<file path="config.mk">
export PLATFORM = sky130hd
export DESIGN_NAME = bp_io_host_endpoint
export DESIGN_NICKNAME = d
export VERILOG_FILES = /design/src/rtl/bp_common_pkg.sv /design/src/rtl/bp_io_host_regs.sv /design/src/rtl/bp_io_host_endpoint.sv
export SDC_FILE = /design/constraint.sdc
export NUM_CORES = 2
export LEC_CHECK = 0
export ABC_AREA = 1
export BUFFER_PORTS_ARGS = -buffer_cell sky130_fd_sc_hd__buf_2
export CORE_MARGIN = 4
export CORE_UTILIZATION = 40
export DETAILED_ROUTE_END_ITERATION = 8
export PLACE_DENSITY = 0.66
export SLEW_MARGIN = 20
export SYNTH_ARGS = -nofsm -noshare
export SYNTH_HDL_FRONTEND = slang
export SYNTH_HIERARCHICAL = 1
export SYNTH_SLANG_ARGS = --single-unit
export TNS_END_PERCENT = 5
</file>
<file path="constraint.sdc">
create_clock -name clk_i -period 41.7 [get_ports clk_i]
set_input_delay 6.255 -clock clk_i [delete_from_list [all_inputs] [get_ports clk_i]]
set_output_delay 6.255 -clock clk_i [all_outputs]
set_load 0.03 [all_outputs]
</file>
<file path="src/rtl/bp_common_pkg.sv">
// Definitions shared by the IO NoC host endpoint and the tiles that address it:
// host register offsets, uncached message types and the header flit layout.
package bp_common_pkg;

    localparam logic [19:0] host_putchar_addr_gp  = 20'h01000;
    localparam logic [19:0] host_finish_addr_gp   = 20'h02000;
    localparam logic [19:0] host_scratch_base_gp  = 20'h03000;

    typedef enum logic [3:0] {
        e_uc_rd = 4'h2,
        e_uc_wr = 4'h3
    } io_msg_type_e;

    typedef struct packed {
        logic [36:0] addr;
        logic [2:0]  size;
        logic [3:0]  msg_type;
        logic [7:0]  src_cord;
        logic [3:0]  len;
        logic [7:0]  dst_cord;
    } io_hdr_t;

    // Bytes below 2^size are live; sizes beyond 8B are treated as a full word.
    function automatic logic [63:0] size_byte_mask(input logic [2:0] size);
        logic [63:0] mask;
        case (size)
            3'd0:    mask = 64'h0000_0000_0000_00FF;
            3'd1:    mask = 64'h0000_0000_0000_FFFF;
            3'd2:    mask = 64'h0000_0000_FFFF_FFFF;
            default: mask = 64'hFFFF_FFFF_FFFF_FFFF;
        endcase
        return mask;
    endfunction

endpackage

</file>
<file path="src/rtl/bp_io_host_regs.sv">
// Host register block: address decode, scratch array with size-based byte merge
// on write and byte masking on read, plus the access-error flag.
module bp_io_host_regs
    import bp_common_pkg::*;
#(
    parameter int num_scratch_p = 8
)
(
    input  logic        clk_i,
    input  logic        reset_i,
    input  logic        exec_v_i,
    input  logic        is_wr_i,
    input  logic [16:0] word_addr_i,
    input  logic [2:0]  size_i,
    input  logic [63:0] wdata_i,
    output logic [63:0] rdata_o,
    output logic        putchar_wr_o,
    output logic        finish_wr_o,
    output logic        err_o
);

    localparam logic [3:0] scratch_cnt_lp = 4'(num_scratch_p);

    logic [63:0] scratch_r [num_scratch_p];
    logic [2:0]  idx_s;
    logic        scratch_hit_s;
    logic        putchar_hit_s;
    logic        finish_hit_s;
    logic [63:0] byte_mask_s;

    assign idx_s         = word_addr_i[2:0];
    assign scratch_hit_s = (word_addr_i[16:3] == host_scratch_base_gp[19:6])
                         && ({1'b0, idx_s} < scratch_cnt_lp);
    assign putchar_hit_s = (word_addr_i == host_putchar_addr_gp[19:3]);
    assign finish_hit_s  = (word_addr_i == host_finish_addr_gp[19:3]);
    assign byte_mask_s   = size_byte_mask(size_i);

    assign putchar_wr_o  = is_wr_i & putchar_hit_s;
    assign finish_wr_o   = is_wr_i & finish_hit_s;
    // Putchar/finish are write-only; anything else outside the scratch window is unmapped.
    assign err_o         = ~(scratch_hit_s | putchar_wr_o | finish_wr_o);

    // Read data: masked scratch contents, zero for every other access.
    always_comb begin
        rdata_o = 64'd0;
        if (scratch_hit_s && !is_wr_i) begin
            rdata_o = scratch_r[idx_s] & byte_mask_s;
        end else begin
            rdata_o = 64'd0;
        end
    end

    // Scratch storage: byte-merge the write data into the addressed register.
    always_ff @(posedge clk_i or posedge reset_i) begin
        if (reset_i) begin
            for (int i = 0; i < num_scratch_p; i++) begin
                scratch_r[i] <= 64'd0;
            end
        end else if (exec_v_i && is_wr_i && scratch_hit_s) begin
            scratch_r[idx_s] <= (scratch_r[idx_s] & ~byte_mask_s) | (wdata_i & byte_mask_s);
        end
    end

endmodule

</file>
<file path="src/rtl/bp_io_host_endpoint.sv">
// Host-side IO NoC responder: accepts one uncached cmd packet at a time, executes it
// against the host register block and returns a single resp packet before the next cmd.
module bp_io_host_endpoint
    import bp_common_pkg::*;
#(
    parameter int flit_width_p  = 64,
    parameter int cord_width_p  = 8,
    parameter int len_width_p   = 4,
    parameter int num_scratch_p = 8
)
(
    input  logic                    clk_i,
    input  logic                    reset_i,
    input  logic [cord_width_p-1:0] my_cord_i,
    input  logic [flit_width_p-1:0] cmd_flit_i,
    input  logic                    cmd_v_i,
    output logic                    cmd_ready_o,
    output logic [flit_width_p-1:0] resp_flit_o,
    output logic                    resp_v_o,
    input  logic                    resp_ready_i,
    output logic [7:0]              char_o,
    output logic                    char_v_o,
    input  logic                    char_ready_i,
    output logic                    finish_o,
    output logic [7:0]              finish_code_o,
    output logic [7:0]              err_count_o
);

    typedef enum logic [2:0] {
        ST_RX_HDR  = 3'd0,
        ST_RX_DATA = 3'd1,
        ST_EXEC    = 3'd2,
        ST_TX_HDR  = 3'd3,
        ST_TX_DATA = 3'd4,
        ST_DRAIN   = 3'd5
    } state_e;

    state_e                 state_r, state_nxt_s;
    io_hdr_t                hdr_r;
    io_hdr_t                cmd_hdr_s;
    io_hdr_t                resp_hdr_s;
    logic [63:0]            wdata_r;
    logic [63:0]            rdata_r;
    logic [len_width_p-1:0] drain_cnt_r;
    logic [7:0]             err_count_r;

    logic        cmd_fire_s;
    logic        cmd_rd_ok_s;
    logic        cmd_wr_ok_s;
    logic        hdr_is_wr_s;
    logic        exec_s;
    logic [63:0] reg_rdata_s;
    logic        putchar_wr_s;
    logic        finish_wr_s;
    logic        reg_err_s;
    logic        err_inc_s;

    assign cmd_hdr_s   = cmd_flit_i;
    assign cmd_rd_ok_s = (cmd_hdr_s.msg_type == e_uc_rd) && (cmd_hdr_s.len == 4'd0);
    assign cmd_wr_ok_s = (cmd_hdr_s.msg_type == e_uc_wr) && (cmd_hdr_s.len == 4'd1);
    assign hdr_is_wr_s = (hdr_r.msg_type == e_uc_wr);
    assign exec_s      = (state_r == ST_EXEC);

    // cmd_ready is held low for the whole time reset is asserted.
    assign cmd_ready_o = ~reset_i & ((state_r == ST_RX_HDR) || (state_r == ST_RX_DATA)
                                  || (state_r == ST_DRAIN));
    assign cmd_fire_s  = cmd_v_i & cmd_ready_o;

    bp_io_host_regs #(
        .num_scratch_p (num_scratch_p)
    ) regs (
        .clk_i        (clk_i),
        .reset_i      (reset_i),
        .exec_v_i     (exec_s),
        .is_wr_i      (hdr_is_wr_s),
        .word_addr_i  (hdr_r.addr[19:3]),
        .size_i       (hdr_r.size),
        .wdata_i      (wdata_r),
        .rdata_o      (reg_rdata_s),
        .putchar_wr_o (putchar_wr_s),
        .finish_wr_o  (finish_wr_s),
        .err_o        (reg_err_s)
    );

    assign err_inc_s = ((state_r == ST_RX_HDR) && cmd_fire_s && !cmd_rd_ok_s && !cmd_wr_ok_s)
                     || (exec_s && reg_err_s);

    assign char_v_o      = exec_s & putchar_wr_s;
    assign char_o        = char_v_o ? wdata_r[7:0] : 8'd0;
    assign finish_o      = exec_s & finish_wr_s;
    assign finish_code_o = finish_o ? wdata_r[7:0] : 8'd0;
    assign resp_v_o      = (state_r == ST_TX_HDR) || (state_r == ST_TX_DATA);
    assign err_count_o   = err_count_r;

    // Response header: route back to the requester, echo the command fields.
    always_comb begin
        resp_hdr_s          = hdr_r;
        resp_hdr_s.dst_cord = hdr_r.src_cord;
        resp_hdr_s.src_cord = my_cord_i;
        resp_hdr_s.len      = hdr_is_wr_s ? 4'd0 : 4'd1;
    end

    // Response flit mux; the bus idles at zero outside the transmit states.
    always_comb begin
        resp_flit_o = {flit_width_p{1'b0}};
        case (state_r)
            ST_TX_HDR:  resp_flit_o = resp_hdr_s;
            ST_TX_DATA: resp_flit_o = rdata_r;
            default:    resp_flit_o = {flit_width_p{1'b0}};
        endcase
    end

    // Next-state logic for the receive / execute / transmit sequence.
    always_comb begin
        state_nxt_s = state_r;
        case (state_r)
            ST_RX_HDR: begin
                if (cmd_fire_s) begin
                    if (cmd_wr_ok_s) begin
                        state_nxt_s = ST_RX_DATA;
                    end else if (cmd_rd_ok_s) begin
                        state_nxt_s = ST_EXEC;
                    end else if (cmd_hdr_s.len != 4'd0) begin
                        state_nxt_s = ST_DRAIN;
                    end else begin
                        state_nxt_s = ST_RX_HDR;
                    end
                end else begin
                    state_nxt_s = ST_RX_HDR;
                end
            end
            ST_RX_DATA: begin
                if (cmd_fire_s) begin
                    state_nxt_s = ST_EXEC;
                end else begin
                    state_nxt_s = ST_RX_DATA;
                end
            end
            ST_EXEC: begin
                if (putchar_wr_s && !char_ready_i) begin
                    state_nxt_s = ST_EXEC;
                end else begin
                    state_nxt_s = ST_TX_HDR;
                end
            end
            ST_TX_HDR: begin
                if (resp_ready_i) begin
                    state_nxt_s = hdr_is_wr_s ? ST_RX_HDR : ST_TX_DATA;
                end else begin
                    state_nxt_s = ST_TX_HDR;
                end
            end
            ST_TX_DATA: begin
                if (resp_ready_i) begin
                    state_nxt_s = ST_RX_HDR;
                end else begin
                    state_nxt_s = ST_TX_DATA;
                end
            end
            ST_DRAIN: begin
                if (cmd_fire_s && (drain_cnt_r == 4'd1)) begin
                    state_nxt_s = ST_RX_HDR;
                end else begin
                    state_nxt_s = ST_DRAIN;
                end
            end
            default: state_nxt_s = ST_RX_HDR;
        endcase
    end

    // State register.
    always_ff @(posedge clk_i or posedge reset_i) begin
        if (reset_i) begin
            state_r <= ST_RX_HDR;
        end else begin
            state_r <= state_nxt_s;
        end
    end

    // Command capture, drain counting and read-data staging.
    always_ff @(posedge clk_i or posedge reset_i) begin
        if (reset_i) begin
            hdr_r       <= '{default: '0};
            wdata_r     <= 64'd0;
            rdata_r     <= 64'd0;
            drain_cnt_r <= 4'd0;
        end else begin
            if ((state_r == ST_RX_HDR) && cmd_fire_s) begin
                hdr_r       <= cmd_hdr_s;
                drain_cnt_r <= cmd_hdr_s.len;
            end else if ((state_r == ST_DRAIN) && cmd_fire_s) begin
                drain_cnt_r <= drain_cnt_r - 4'd1;
            end
            if ((state_r == ST_RX_DATA) && cmd_fire_s) begin
                wdata_r <= cmd_flit_i;
            end
            if (exec_s) begin
                rdata_r <= reg_rdata_s;
            end
        end
    end

    // Saturating error counter.
    always_ff @(posedge clk_i or posedge reset_i) begin
        if (reset_i) begin
            err_count_r <= 8'd0;
        end else if (err_inc_s && (err_count_r != 8'hFF)) begin
            err_count_r <= err_count_r + 8'd1;
        end
    end

endmodule

</file>
==> metrics.yaml <==
cells_and_area:
  drive_gt1_share_pct: 8.63
  n_fill_cell: 8846
  diodes: 0
  layout_commonest_cell: "nand2_1"
  final_cell_mix: "nand2_1, dfrtp_1, inv_1, nand3_1, o21ai_0"
  seq_area_mm2: 0.0177
  multi_input_area_mm2: 0.0140
  fin_nets: 5049
  syn_to_final_growth_pct: 11.0
  finalInstanceArea_mm2: 0.0397
  utilization_pct: 44.8
global_routing:
  grt_pass1_wl_um: 176000
  antenna_found_initial: 1
  grtUsageTotal_pct: 23.8
  gr-total-overflow: 0
  grt_max_degree: 116
  grt_pass1_vias: 30100
power_and_ir_drop:
  p_total_mw: 2.35
  switching_power_mw: 0.972
  p_comb_share_pct: 35.2
  power.clock.fraction_pct: 30.5
  vdd_drop_max_mv: 0.0487
  switching_share_pct: 41.5
  seq_power_share_pct: 34.3
  p_int_mw: 1.37
  p_leak_nw: 21.5
  cellPowerDensity_mw_per_mm2: 59.1
clock_network:
  clk_pin_slew_worst_paths_ps: 50
  clk_path_buf_depth: 3
  postCtsResizedCells: 0
  post-cts-setup-buffers: 0
  cts_tree: "yes"
  cts_buffers: 77
  holdBufCountCts: 0
  h-tree-depth: 3
  clock_sink_count: 707
  clkLatencyLatePin_ps: 630
  root_buffer: "clkbuf_16"
setup_path:
  cp_common_cell: "buf_2"
  crit_path_start_kind: "primary input"
  cp.arrival_ps: 6880
  path_class: "in -> out"
  cp.required_ps: 35440
  worstPathMaxFanout: 3
  crit_slowest_cell: "buf_2"
  critPathMaxStageDelay_ps: 180
  worst-r2r-cell-count: 8
  cp-end-kind: "output pin"
  crit_chain: "buf_2 -> nor2_1 -> nand2_1 -> inv_1 -> buf_2"
synthesis:
  synthXorXnorAreaFrac_pct: 0.147
  synth-compound-area-share_pct: 4.65
  netlist_area_mm2: 0.0357
  netlist_instances: 4995
  ys_types: 31
  syn_area_per_cell_um2: 7.15
  synth_adder_area_share_pct: 0.105
  ys_warn_count: 6
  synthMuxAreaShare_pct: 0
  synth-simple-area-share_pct: 33.9
  synth_nets: 5075
  seq_area_frac_synth_pct: 49.5
  synth_top_family_by_area: "simple AND/OR/NAND/NOR gates"
  ys_ff_latch: 707
sta:
  rsz0062_at_grt: "no"
  final_hold_viol_count: 0
  slew_violations: 0
  finalClockSkew_ps: 20.6
  worst_pin_slew_ps: 1180
  max-slew-margin-rel_pct: 21.0
  tns_ps: 0
  setup_viol: 0
  fmax_mhz: 76.1
  fin_crit_ps: 13130
  whs_ps: 462
  finalCritPeriodShare_pct: 31.5
route:
  dr.pass1.iters: 6
  wl_per_cell_um: 18.4
  routed_wl_um: 114000
  via_per_inst: 5.18
  drc: 0
  vias: 32100
  drt_iter0_drc: 3469
  ant_nets: 0
status:
  outcome: "finished, final reports clean"
placement:
  gp_congestion: 0.807
  port_buffers: 168
  placed_cell_area_mm2: 0.0370
  dp_hpwl_um: 61900
floorplan:
  initial_core_util_pct: 40.4
  io_pins: 169
  die_h_um: 307
  row_count: 109
  dieWidth_um: 307
  die_area_mm2: 0.0941
  coreArea_mm2: 0.0885
min_path:
  holdPathStages: 2
  hold_path.class: "reg -> reg"
run:
  drv_cap: 0
## power by group through the flow
stage          sequential [mW]  combinational [mW]  clock (mW)
4_1_cts                  0.803               0.810       0.728
6_report                 0.804               0.825       0.716
3_3_place_gp             0.815               0.804           0
3_5_place_dp             0.815               0.808           0
2_1_floorplan            0.781               0.620           0
5_1_grt                  0.811               0.914       0.757
## worst max-delay path: cells and delay by family
family                 cells  cell delay, ps
AND/OR/NAND/NOR            2             230
buffers and inverters      3             390
## cell families (layout without fill, tap and decap cells)
group,count (synthesis),in the layout
adder cells (fa/ha/maj),3,3
buffers and inverters,1032,1065
AO/OA/AOI/OAI,314,314
XOR/XNOR,6,6
flip-flops,707,707
AND/OR/NAND/NOR,2933,2933
## final cells by class
| class | count | area share, % |
|---|---|---|
| timing repair buffer | 215 | 3.06 |
| tap | 1165 | 3.68 |
| sequential | 707 | 44.6 |
| clock buffer | 112 | 5.73 |
| multi-input combinational | 3256 | 35.2 |
| inverter | 712 | 6.79 |
| clock inverter | 26 | 0.902 |
## per-layer routing
| layer | wire length (µm) | vias to the layer above | part of all wire, % | GRT usage [%] |
|---|---|---|---|---|
| met5 | 0 | - | 0 | 0 |
| met4 | 3450 | 0 | 3.0 | 7.84 |
| met3 | 10500 | 207 | 9.2 | 4.97 |
| met2 | 50400 | 1339 | 44 | 36.7 |
| met1 | 49300 | 15400 | 43 | 33.7 |
| li1 | - | 15200 | - | - |
## per-stage QoR
| stage | setup slack [ps] | instances |
|---|---|---|
| 2_1_floorplan | 21150 | 4995 |
| 3_3_place_gp | 28540 | 6054 |
| 3_5_place_dp | 28560 | 6054 |
| 4_1_cts | 28560 | 6192 |
| 5_1_grt | 28540 | 6193 |
| 6_report | 28570 | 6193 |
## sequential cells by signal (all words and copies together), names as in the netlist
signal / flops
regs/scratch_r: 512
rdata_r: 64
wdata_r: 64
hdr_r: 52
err_count_o: 8
drain_cnt_r: 4
state_r: 3
## path summary, 6_finish.rpt
check,slack (ps),from,end
max,28570,reset_i,cmd_ready_o
min,460,regs/scratch_r[450],regs/scratch_r[450]
max reg2reg,35980,hdr_r[30],regs/scratch_r[254]
min reg2reg,460,regs/scratch_r[450],regs/scratch_r[450]
max in group asynchronous,33420,reset_i,regs/scratch_r[54]
min in group asynchronous,5790,reset_i,hdr_r[22]
## cells in the mapped netlist
cell       count  area share (%)
a21oi_1       10            0.14
a22oi_1        3           0.063
buf_1         64            0.67
buf_2        128             1.8
buf_4         31            0.65
clkbuf_1      97             1.0
clkinv_1       1           0.010
dfrtp_1      707              50
ha_1           3            0.11
inv_1        699             7.3
inv_2         12            0.13
nand2_1     1974              21
nand2_2        2           0.035
nand3_1      694             9.7
nand3_2        1           0.028
nand3_4        1           0.049
nand3b_1       2           0.042
nand4_1        5           0.088
nor2_1       181             1.9
nor2_2         7            0.12
nor2_4         4            0.13
nor3_1         5           0.070
nor3_2         1           0.028
o2111ai_1      1           0.025
o211ai_1       3           0.063
o21ai_0      185             2.6
o21ai_1       56            0.78
o22ai_1       56            0.98
or2_2         56            0.98
xnor2_1        2           0.049
xor2_1         4           0.098
Note: power is estimated with default switching activity, not from simulation.
